File: src/rtl/bsg_manycore_reset_sequencer_pkg.sv
// Shared types for the manycore reset sequencer: FSM state encoding and sizing helpers.
// Latency: n/a (package only).
// Backpressure: n/a (package only).
package bsg_manycore_reset_sequencer_pkg;

  // State encoding is also the value seen on state_o, so host-side decode must match.
  typedef enum logic [2:0] {
    eHold  = 3'd0,
    eTag   = 3'd1,
    eDelay = 3'd2,
    eRun   = 3'd3,
    eFail  = 3'd4
  } state_e;

  // Width that can hold values 0..x-1, never narrower than one bit.
  function automatic int safe_clog2(input int x);
    return (x <= 1) ? 1 : $clog2(x);
  endfunction

  function automatic int max2(input int a, input int b);
    return (a > b) ? a : b;
  endfunction

endpackage

File: src/rtl/bsg_manycore_reset_sequencer_domain.sv
// One domain: staggered reset release plus sticky tag-programming-done capture.
// Latency: release registered on the edge the shared counter hits this domain's offset; seen one edge after tag_done.
// Backpressure: none; tag_done_i is a level sampled every cycle, ignored while the domain is held.
module bsg_manycore_reset_sequencer_domain
  import bsg_manycore_reset_sequencer_pkg::*;
#(
  parameter int cnt_width_p = 1,
  parameter int offset_p    = 0
) (
  input  logic                   clk_i,
  input  logic                   reset_i,
  input  logic                   tag_window_i,
  input  logic [cnt_width_p-1:0] cnt_next_i,
  input  logic                   tag_done_i,
  output logic                   domain_reset_o,
  output logic                   seen_next_o
);

  localparam logic [cnt_width_p-1:0] offset_lp = cnt_width_p'(offset_p);

  logic domain_reset_r;
  logic seen_r;
  logic release_now;

  // Release when the tag-phase counter is about to show this domain's offset.
  assign release_now = tag_window_i && (cnt_next_i == offset_lp);

  // Tag done only counts once this domain is already out of reset.
  assign seen_next_o = seen_r | (~domain_reset_r & tag_done_i);

  // Release and seen are both sticky until the global reset.
  always_ff @(posedge clk_i) begin
    if (reset_i) begin
      domain_reset_r <= 1'b1;
      seen_r         <= 1'b0;
    end else begin
      domain_reset_r <= domain_reset_r & ~release_now;
      seen_r         <= seen_next_o;
    end
  end

  assign domain_reset_o = domain_reset_r;

endmodule

File: src/rtl/bsg_manycore_reset_sequencer.sv
// Sequences pod/testbench domain resets, waits for tag programming, then releases the host.
// Latency: hold_cycles_p after reset_i falls, up to timeout_p waiting for tags, then done_delay_p before host release.
// Backpressure: none; tag_done_i levels are sampled every cycle and the FSM never stalls its inputs.
module bsg_manycore_reset_sequencer
  import bsg_manycore_reset_sequencer_pkg::*;
#(
  parameter int num_domains_p = 1,
  parameter int hold_cycles_p = 16,
  parameter int stagger_p     = 0,
  parameter int done_delay_p  = 3,
  parameter int timeout_p     = 65535
) (
  input  logic                     clk_i,
  input  logic                     reset_i,
  input  logic [num_domains_p-1:0] tag_done_i,
  output logic [num_domains_p-1:0] domain_reset_o,
  output logic                     host_reset_o,
  output logic                     done_o,
  output logic                     timeout_o,
  output logic [2:0]               state_o
);

  // One shared counter serves every phase; sized for the longest phase or stagger span.
  localparam int span_lp = max2(max2(hold_cycles_p, done_delay_p),
                                max2(timeout_p, (num_domains_p - 1) * stagger_p + 1));
  localparam int cnt_width_lp = safe_clog2(span_lp);

  localparam logic [cnt_width_lp-1:0] hold_last_lp  = cnt_width_lp'(hold_cycles_p - 1);
  localparam logic [cnt_width_lp-1:0] tag_last_lp   = cnt_width_lp'(timeout_p - 1);
  localparam logic [cnt_width_lp-1:0] delay_last_lp =
    cnt_width_lp'((done_delay_p > 0) ? (done_delay_p - 1) : 0);
  localparam logic [cnt_width_lp-1:0] one_lp        = cnt_width_lp'(1);

  state_e                    state_r, state_n;
  logic [cnt_width_lp-1:0]   cnt_r, cnt_n;
  logic [num_domains_p-1:0]  seen_next;
  logic                      all_seen_n;
  logic                      host_reset_n, done_n, timeout_n;
  logic                      host_reset_r, done_r, timeout_r;

  // Includes tags that land this very cycle, so a last-moment tag beats the timeout.
  assign all_seen_n = &seen_next;

  for (genvar i = 0; i < num_domains_p; i++) begin : dom
    bsg_manycore_reset_sequencer_domain #(
      .cnt_width_p(cnt_width_lp),
      .offset_p   (i * stagger_p)
    ) domain (
      .clk_i         (clk_i),
      .reset_i       (reset_i),
      .tag_window_i  (state_n == eTag),
      .cnt_next_i    (cnt_n),
      .tag_done_i    (tag_done_i[i]),
      .domain_reset_o(domain_reset_o[i]),
      .seen_next_o   (seen_next[i])
    );
  end

  // State, phase counter and registered outputs.
  always_ff @(posedge clk_i) begin
    if (reset_i) begin
      state_r      <= eHold;
      cnt_r        <= '0;
      host_reset_r <= 1'b1;
      done_r       <= 1'b0;
      timeout_r    <= 1'b0;
    end else begin
      state_r      <= state_n;
      cnt_r        <= cnt_n;
      host_reset_r <= host_reset_n;
      done_r       <= done_n;
      timeout_r    <= timeout_n;
    end
  end

  // Next state: each phase counts from zero and restarts the counter on exit.
  always_comb begin
    state_n = state_r;
    cnt_n   = cnt_r;
    case (state_r)
      eHold: begin
        if (cnt_r == hold_last_lp) begin
          state_n = eTag;
          cnt_n   = '0;
        end else begin
          cnt_n = cnt_r + one_lp;
        end
      end
      eTag: begin
        if (all_seen_n) begin
          state_n = (done_delay_p == 0) ? eRun : eDelay;
          cnt_n   = '0;
        end else if (cnt_r == tag_last_lp) begin
          state_n = eFail;
          cnt_n   = '0;
        end else begin
          cnt_n = cnt_r + one_lp;
        end
      end
      eDelay: begin
        if (cnt_r == delay_last_lp) begin
          state_n = eRun;
          cnt_n   = '0;
        end else begin
          cnt_n = cnt_r + one_lp;
        end
      end
      default: begin
        state_n = state_r;
        cnt_n   = cnt_r;
      end
    endcase
  end

  // Outputs follow the next state so they change on the same edge as the state.
  always_comb begin
    host_reset_n = (state_n != eRun);
    done_n       = (state_n == eRun);
    timeout_n    = (state_n == eFail);
  end

  assign host_reset_o = host_reset_r;
  assign done_o       = done_r;
  assign timeout_o    = timeout_r;
  assign state_o      = state_r;

endmodule
File: config.mk
export PLATFORM = sky130hd
export DESIGN_NAME = bsg_manycore_reset_sequencer
export DESIGN_NICKNAME = d
export VERILOG_FILES = /design/src/rtl/bsg_manycore_reset_sequencer_pkg.sv /design/src/rtl/bsg_manycore_reset_sequencer_domain.sv /design/src/rtl/bsg_manycore_reset_sequencer.sv
export SDC_FILE = /design/constraint.sdc
export NUM_CORES = 1
export LEC_CHECK = 0
export ABC_AREA = 1
export CAP_MARGIN = 20
export CORE_MARGIN = 3
export CORE_UTILIZATION = 55
export CTS_CLUSTER_DIAMETER = 100
export DETAILED_ROUTE_END_ITERATION = 7
export HOLD_SLACK_MARGIN = 0.15
export PLACE_DENSITY = 0.77
export RECOVER_POWER = 25
export SLEW_MARGIN = 20
export SYNTH_ARGS = -nofsm -noshare
export SYNTH_HDL_FRONTEND = slang
export SYNTH_SLANG_ARGS = --single-unit
File: constraint.sdc
create_clock -name clk_i -period 5.4 [get_ports clk_i]
set_input_delay 0.81 -clock clk_i [delete_from_list [all_inputs] [get_ports clk_i]]
set_output_delay 0.81 -clock clk_i [all_outputs]
set_load 0.03 [all_outputs]
==> metrics.md, run 1 <==
| Metric | Value |
|---|---|
| Synth cell types | `27` |
| Post-synth top area share | `34.0%` |
| Synth top cells by count | `62 x nand2_1, 56 x nor2_1, 27 x inv_1, 24 x dfxtp_1, 14 x nand3_1` |
| Total iterations of the first detailed-routing run | `4` |
| Wirelength, routed | `around 2.9 mm` |
| Crit path required time | `5.63 ns` |
| Antenna diodes | `0` |
| CTS Buf Count | `3` |
| CP max FO | `19` |
| Avg Synthesized Cell Area | `6.31 µm²` |
| Clk_lat worst skew | `0.32 ns` |
| Post-synthesis sequential area ratio | `34.0%` |
| Register area | `between 400 and 500 µm²` |
| Core area | `0.00232 mm²` |
| Total chip power | `around 0.33 mW` |
| Pre-CTS WS | `2.88 ns` |
| Area Growth Syn to Fin | `9.92%` |
| Slew @ Worst Pin | `0.782 ns` |
| Fin crit share | `45.4%` |
| Pwr Density | `~210 mW/mm²` |
| Antenna violations before repair | `0` |
| Initial Util | `between 60% and 70%` |
| CTS Root Cell | `clkbuf_4` |
| H-tree depth | `1` |
| RSZ-0062 raised after global routing | `false` |
| Setup bufs post-CTS | `0` |
| Nets | `239` |
| Leakage power | `0.727 nW` |
| Chip Height | `approximately 57 µm` |
| Worst path arrival time | `2.68 ns` |
| Max Freq | `408 MHz` |
| Die W | `56.7 µm` |
| Die area | `0.00321 mm²` |
| Grt ovf | `0` |
| Initial DRC count | `46` |
| Hold_buf cts | `0` |
| Final ANT Viol Nets | `0` |
| Synth warn | `0` |
| VDD IR max | `about 120 µV` |
| Syn Inst Count | `224` |
| Share of cells above drive strength 1 | `5.15%` |
| Status | `complete, no violations` |
| DR vias/cell | `5.07` |
| CTS tree | `yes` |
| Crit. End Element | `flip-flop` |
| Final min period | `2.45 ns` |
| Synthesized flop and latch total | `24` |
| Final hold violations | `0` |
| Synthesized area | `roughly 0.0014 mm²` |
| I/O Pins | `10` |
| First-pass GRT wire length | `4.93 mm` |
| Post_cts resized | `0` |
| GRT Resource Usage Total | `19.1%` |
| Via count | `1324` |
| # DRC | `0` |
| Rel. slew slack | `between 40% and 50%` |
| CP Class | `input pin to flip-flop` |
| Largest net degree at the start of global routing | `22` |
| Top_reg_cell synth | `dfxtp_1` |
| Top-count cell post-synth | `nand2_1` |
| Startpoint types | `input pin` |
| Worst hold-check path type | `flip-flop to flip-flop` |
| Final slew viol count | `0` |
| Vias in the first global route | `around 1200` |
| EDFF count, synth | `0` |
| Area leader, netlist | `dfxtp_1` |
| Clock tree buffer depth | `2` |
| Row cnt | `17` |
| Filler cells | `218` |
| Area contributors post-synth | `dfxtp_1 34%, nand2_1 16%, nor2_1 15%` |
| Syn Nets | `229` |
| Multi-input logic area | `790 µm²` |
| Final worst slack | `2.95 ns` |
| Synth async-reset ratio | `0%` |
| RePlAce Congestion | `about 0.86` |
| Clock Sinks | `24` |
| Skew final | `0.0105 ns` |
| TNS Setup | `0 ns` |
| Number of port buffers | `9` |
| Placed wire-length estimate | `2.15 mm` |
| Maxcap violations | `0` |
| Clock-pin slew on the worst setup and hold paths | `between 0.1 and 0.15 ns` |
| DR WL/cell | `11.0 µm` |
| Final number of setup-violating endpoints | `0` |
worst max-delay path, cell delays in order:
cell and delay, ns:
dlygate4sd3_1 0.52, nand2_1 0.06, nand2_1 0.08, nor2_1 0.05, o21ai_0 0.21, nand4_4 0.36
nand2_1 0.22, nand3_2 0.10, nor2_1 0.10, nand3_1 0.08, nand2_1 0.06, nand2_1 0.04
state kept, by name, summed over array words and instances, names as in the netlist:
name                       cells
cnt_r                         16
state_o                        3
dom.domain.domain_reset_o      1
dom.domain.seen_r              1
done_o                         1
host_reset_o                   1
timeout_o                      1
metal layers:
| layer | track usage [%] | wire (µm) | vias to the layer above | part of all wire (%) |
|---|---|---|---|---|
| li1 | - | - | 703 | - |
| met1 | 25.5 | 1450 | 602 | 50 |
| met2 | 31.2 | 1310 | 14 | 45 |
| met3 | 3.22 | 87 | 5 | 3.0 |
| met4 | 5.76 | 31 | 0 | 1.1 |
| met5 | 0 | 0 | - | 0 |
logic make-up after synthesis:
| kind of cell | after synthesis | synth area share (%) |
|---|---|---|
| simple gates | 145 | 43.7 |
| flops | 24 | 34.0 |
| xor+xnor | 6 | 3.72 |
| mux | 1 | 0.709 |
| fa+ha+maj | 2 | 1.77 |
| buf+inv | 32 | 9.30 |
| compound gates | 14 | 6.82 |
power breakdown:
part / total, mW / leakage (nW) / switching [mW] / internal, mW
Clock: 0.131 / 0.0279 / 0.0563 / 0.0751
Combinational: 0.0156 / 0.505 / 0.00978 / 0.00577
Sequential: 0.181 / 0.194 / 0.00204 / 0.179
Total: 0.328 / 0.727 / 0.0682 / 0.260
through the flow:
stage,util [%],hold WS [ns],cell area (µm²),cells
global placement,65.2,0.458,1510,257
global route,67.0,0.517,1550,261
floorplan,-,0.436,1410,224
CTS,67.5,0.474,1560,261
finish,67.0,0.475,1550,261
detailed placement,65.2,0.456,1510,257
layout by cell type (no fill, tap or decap), types with 3 or more instances in the layout:
master / n
inv_1: 27
xor2_1: 6
dfxtp_1: 24
nand3_1: 14
nand2_1: 62
o21ai_0: 4
nor2_1: 56
nand4_1: 3
a21oi_1: 5
clkdlybuf4s50_1: 7
clkbuf_4: 3
final cells by class:
cell class	instances	share of cell area, %
clock buffers	3	1.45
clock inverters	1	1.93
multi-input cells	168	50.8
flip-flops and latches	24	30.9
repair buffers	9	5.80
inverters	28	6.77
well taps	28	2.26
final timing paths:
path	from	end	slack [ns]	cells past startpoint
worst min register to register	dom[0].domain.seen_r$_SDFF_PP0_	dom[0].domain.seen_r$_SDFF_PP0_	0.47	2
worst min-delay path	dom[0].domain.seen_r$_SDFF_PP0_	dom[0].domain.seen_r$_SDFF_PP0_	0.47	2
worst max-delay path	tag_done_i	dom[0].domain.domain_reset_o$_SDFF_PP1_	2.95	12
worst max register to register	cnt_r[0]$_SDFF_PP0_	dom[0].domain.domain_reset_o$_SDFF_PP1_	3.04	13
Note: power is estimated with default switching activity, not from simulation.
==> inputs of run 2 (changes only) <==
clock period = 2.5 ns   (was 5.4 ns; I/O delays follow)
==> run 2 against run 1 <==
Against the previous run: combinational power grew 130%; first-iteration DRC count up 35%; sequential power grew 120%; wire length grew 4.3%; via count is 0.76% higher; die area did not move; clock power rose by 24%; global-route usage is 1.2 points higher; cell area shrank 0.24%.
==> metrics.md, run 2 (same netlist as run 1, synthesis figures left out) <==
| Metric | Value |
|---|---|
| Area Growth Syn to Fin | `9.65%` |
| Skew final | `0.00563 ns (-0.00485 ns)` |
| Chip Height | `56.7 µm (unchanged)` |
| Hold_buf cts | `0 (unchanged)` |
| Clock Sinks | `24 (unchanged)` |
| Filler cells | `203 (-6.9%)` |
| Post_cts resized | `0 (unchanged)` |
| Status | `complete, no violations` |
| TNS Setup | `0 ns (unchanged)` |
| Final hold violations | `0 (unchanged)` |
| CTS tree | `yes` |
| Final ANT Viol Nets | `0 (unchanged)` |
| Largest Register | `cnt_r` |
| Worst path arrival time | `2.27 ns (-0.41 ns)` |
| Clk_lat worst skew | `0.30 ns (-0.02 ns)` |
| CTS Buf Count | `3 (unchanged)` |
| Critical path's most frequent cell | `nand2_1` |
| Clock tree buffer depth | `2 (unchanged)` |
| VDD IR max | `228 µV (+84%)` |
| Setup bufs post-CTS | `0 (unchanged)` |
| Leakage power | `0.727 nW (about the same)` |
| Vias in the first global route | `1244 (+7.5%)` |
| Antenna diodes | `0 (unchanged)` |
| RePlAce Congestion | `0.890 (+3.9%)` |
| Antenna violations before repair | `0 (unchanged)` |
| Initial Util | `60.9% (unchanged)` |
| CP max stage cell | `dfxtp_1` |
| Share of cells above drive strength 1 | `5.98% (+0.83 points)` |
| Final slew viol count | `0 (unchanged)` |
| Placed wire-length estimate | `2.40 mm (+11%)` |
| Grt met2 use | `33.8% (+2.6 points)` |
| Die area | `0.00321 mm² (unchanged)` |
| H-tree depth | `1 (unchanged)` |
| Fin crit share | `82.2%` |
| Final min period | `between 2 and 2.5 ns` |
| M1 GR Usage | `27.4% (+1.9 points)` |
| Die W | `56.7 µm (unchanged)` |
| Cell Area, Placed | `0.00153 mm² (+0.99%)` |
| Slew @ Worst Pin | `0.469 ns (-0.313 ns)` |
| Nets | `241 (+0.84%)` |
| CP Class | `flip-flop to flip-flop` |
| Pwr Density | `380 mW/mm² (+80%)` |
| CTS Root Cell | `clkbuf_4` |
| GRT Max-Usage Layer | `met2` |
| Most common cell after layout, fill and taps aside | `nand2_1` |
| RSZ-0062 raised after global routing | `false` |
| GRT Resource Usage Total | `20.3% (+1.2 points)` |
| Final number of setup-violating endpoints | `0 (unchanged)` |
| Row cnt | `17 (unchanged)` |
| CP Buf/Inv Count | `1 (unchanged)` |
| Delay-heaviest family, CP | `simple AND/OR/NAND/NOR gates` |
| Grt ovf | `0 (unchanged)` |
| I/O Pins | `10 (unchanged)` |
| Clock-pin slew on the worst setup and hold paths | `0.12 ns (-0.02 ns)` |
| Worst hold-check path type | `flip-flop to flip-flop` |
| Crit. End Element | `flip-flop` |
| Startpoint types | `flip-flop` |
| Number of port buffers | `9 (unchanged)` |
| Via count | `1334 (+0.76%)` |
| DR vias/cell | `5.09 (+0.37%)` |
| Crit path required time | `2.71 ns (-2.92 ns)` |
| Rel. slew slack | `68.6% (+21 points)` |
| Most frequent cells in the layout | `62 x nand2_1, 56 x nor2_1, 27 x inv_1` |
| First-pass GRT wire length | `5.27 mm (+7.0%)` |
| Max reg flops | `16 (unchanged)` |
| Core area | `0.00232 mm² (unchanged)` |
| # DRC | `0 (unchanged)` |
| Max Freq | `approximately 500 MHz` |
| Maxcap violations | `0 (unchanged)` |
| DR WL/cell | `11.5 µm (+3.9%)` |
| Design Area, Final | `0.00155 mm² (-0.24%)` |
| Initial DRC count | `62 (+35%)` |
| Met3 GRT Util | `2.07% (-1.1 points)` |
| Largest stage delay on the critical path | `0.35 ns (-0.17 ns)` |
| Total iterations of the first detailed-routing run | `4 (unchanged)` |
| Largest net degree at the start of global routing | `20 (-9.1%)` |
| CP max FO | `19 (unchanged)` |
| Crit path cell chain | `inv_1 -> ha_1 -> nand2_1 -> nor2_1 -> nand2_1 -> o21ai_4 -> nand4_4 -> nand2_1 -> nand3_2 -> nor2_1 -> nand3_1 -> nand2_1 -> nand2_1` |
| Wirelength, routed | `3.01 mm (+4.3%)` |
-- run 2: report_power, final --
group | leakage [nW] | total [mW] | switching (mW) | internal [mW]
registers | 0.194 | 0.391 | 0.00464 | 0.387
clock network | 0.0138 | 0.162 | 0.106 | 0.0561
logic | 0.519 | 0.0354 | 0.0214 | 0.0139
-- run 2: path summary, 6_finish.rpt --
kind | start | slack, ns | end | cells past startpoint
setup / recovery | cnt_r[0]$_SDFF_PP0_ | 0.45 | dom[0].domain.domain_reset_o$_SDFF_PP1_ | 13
hold / removal | dom[0].domain.seen_r$_SDFF_PP0_ | 0.47 | dom[0].domain.seen_r$_SDFF_PP0_ | 2
setup reg to reg | cnt_r[0]$_SDFF_PP0_ | 0.45 | dom[0].domain.domain_reset_o$_SDFF_PP1_ | 13
hold reg to reg | dom[0].domain.seen_r$_SDFF_PP0_ | 0.47 | dom[0].domain.seen_r$_SDFF_PP0_ | 2
-- run 2: layout make-up --
class | count | area [µm²] | share of cell area (%)
multi-input combinational | 168 | 801 | 51.7
inverter | 28 | 105 | 6.79
clock buffer | 3 | 22.5 | 1.45
sequential | 24 | 480 | 31.0
timing repair buffer | 11 | 105 | 6.79
tap | 28 | 35.0 | 2.26
-- run 2: metrics by stage --
step                hold slack, ns  util, %  power, mW  setup slack (ns)  cells
floorplan                    0.436        -      0.424             0.788    224
global placement             0.457     65.8      0.434             0.460    259
detailed placement           0.459     65.8      0.436             0.397    259
CTS                          0.477     66.8      0.597             0.458    262
global route                 0.518     66.8      0.616             0.210    262
finish                       0.468     66.8      0.588             0.446    262
-- run 2: per-layer routing --
layer | vias up | share of wire (%)
met1 | 590 | 48
met3 | 2 | 5.1
met4 | 0 | 0.47
li1 | 708 | -
met2 | 34 | 47
met5 | - | 0
-- run 2: worst reg2reg max path, delay by kind of cell, from the launching register on --
family	cells	cell delay, ns
simple gates	10	1.09
fa+ha+maj	1	0.20
compound gates	1	0.22
flops	1	0.35
buf+inv	1	0.10
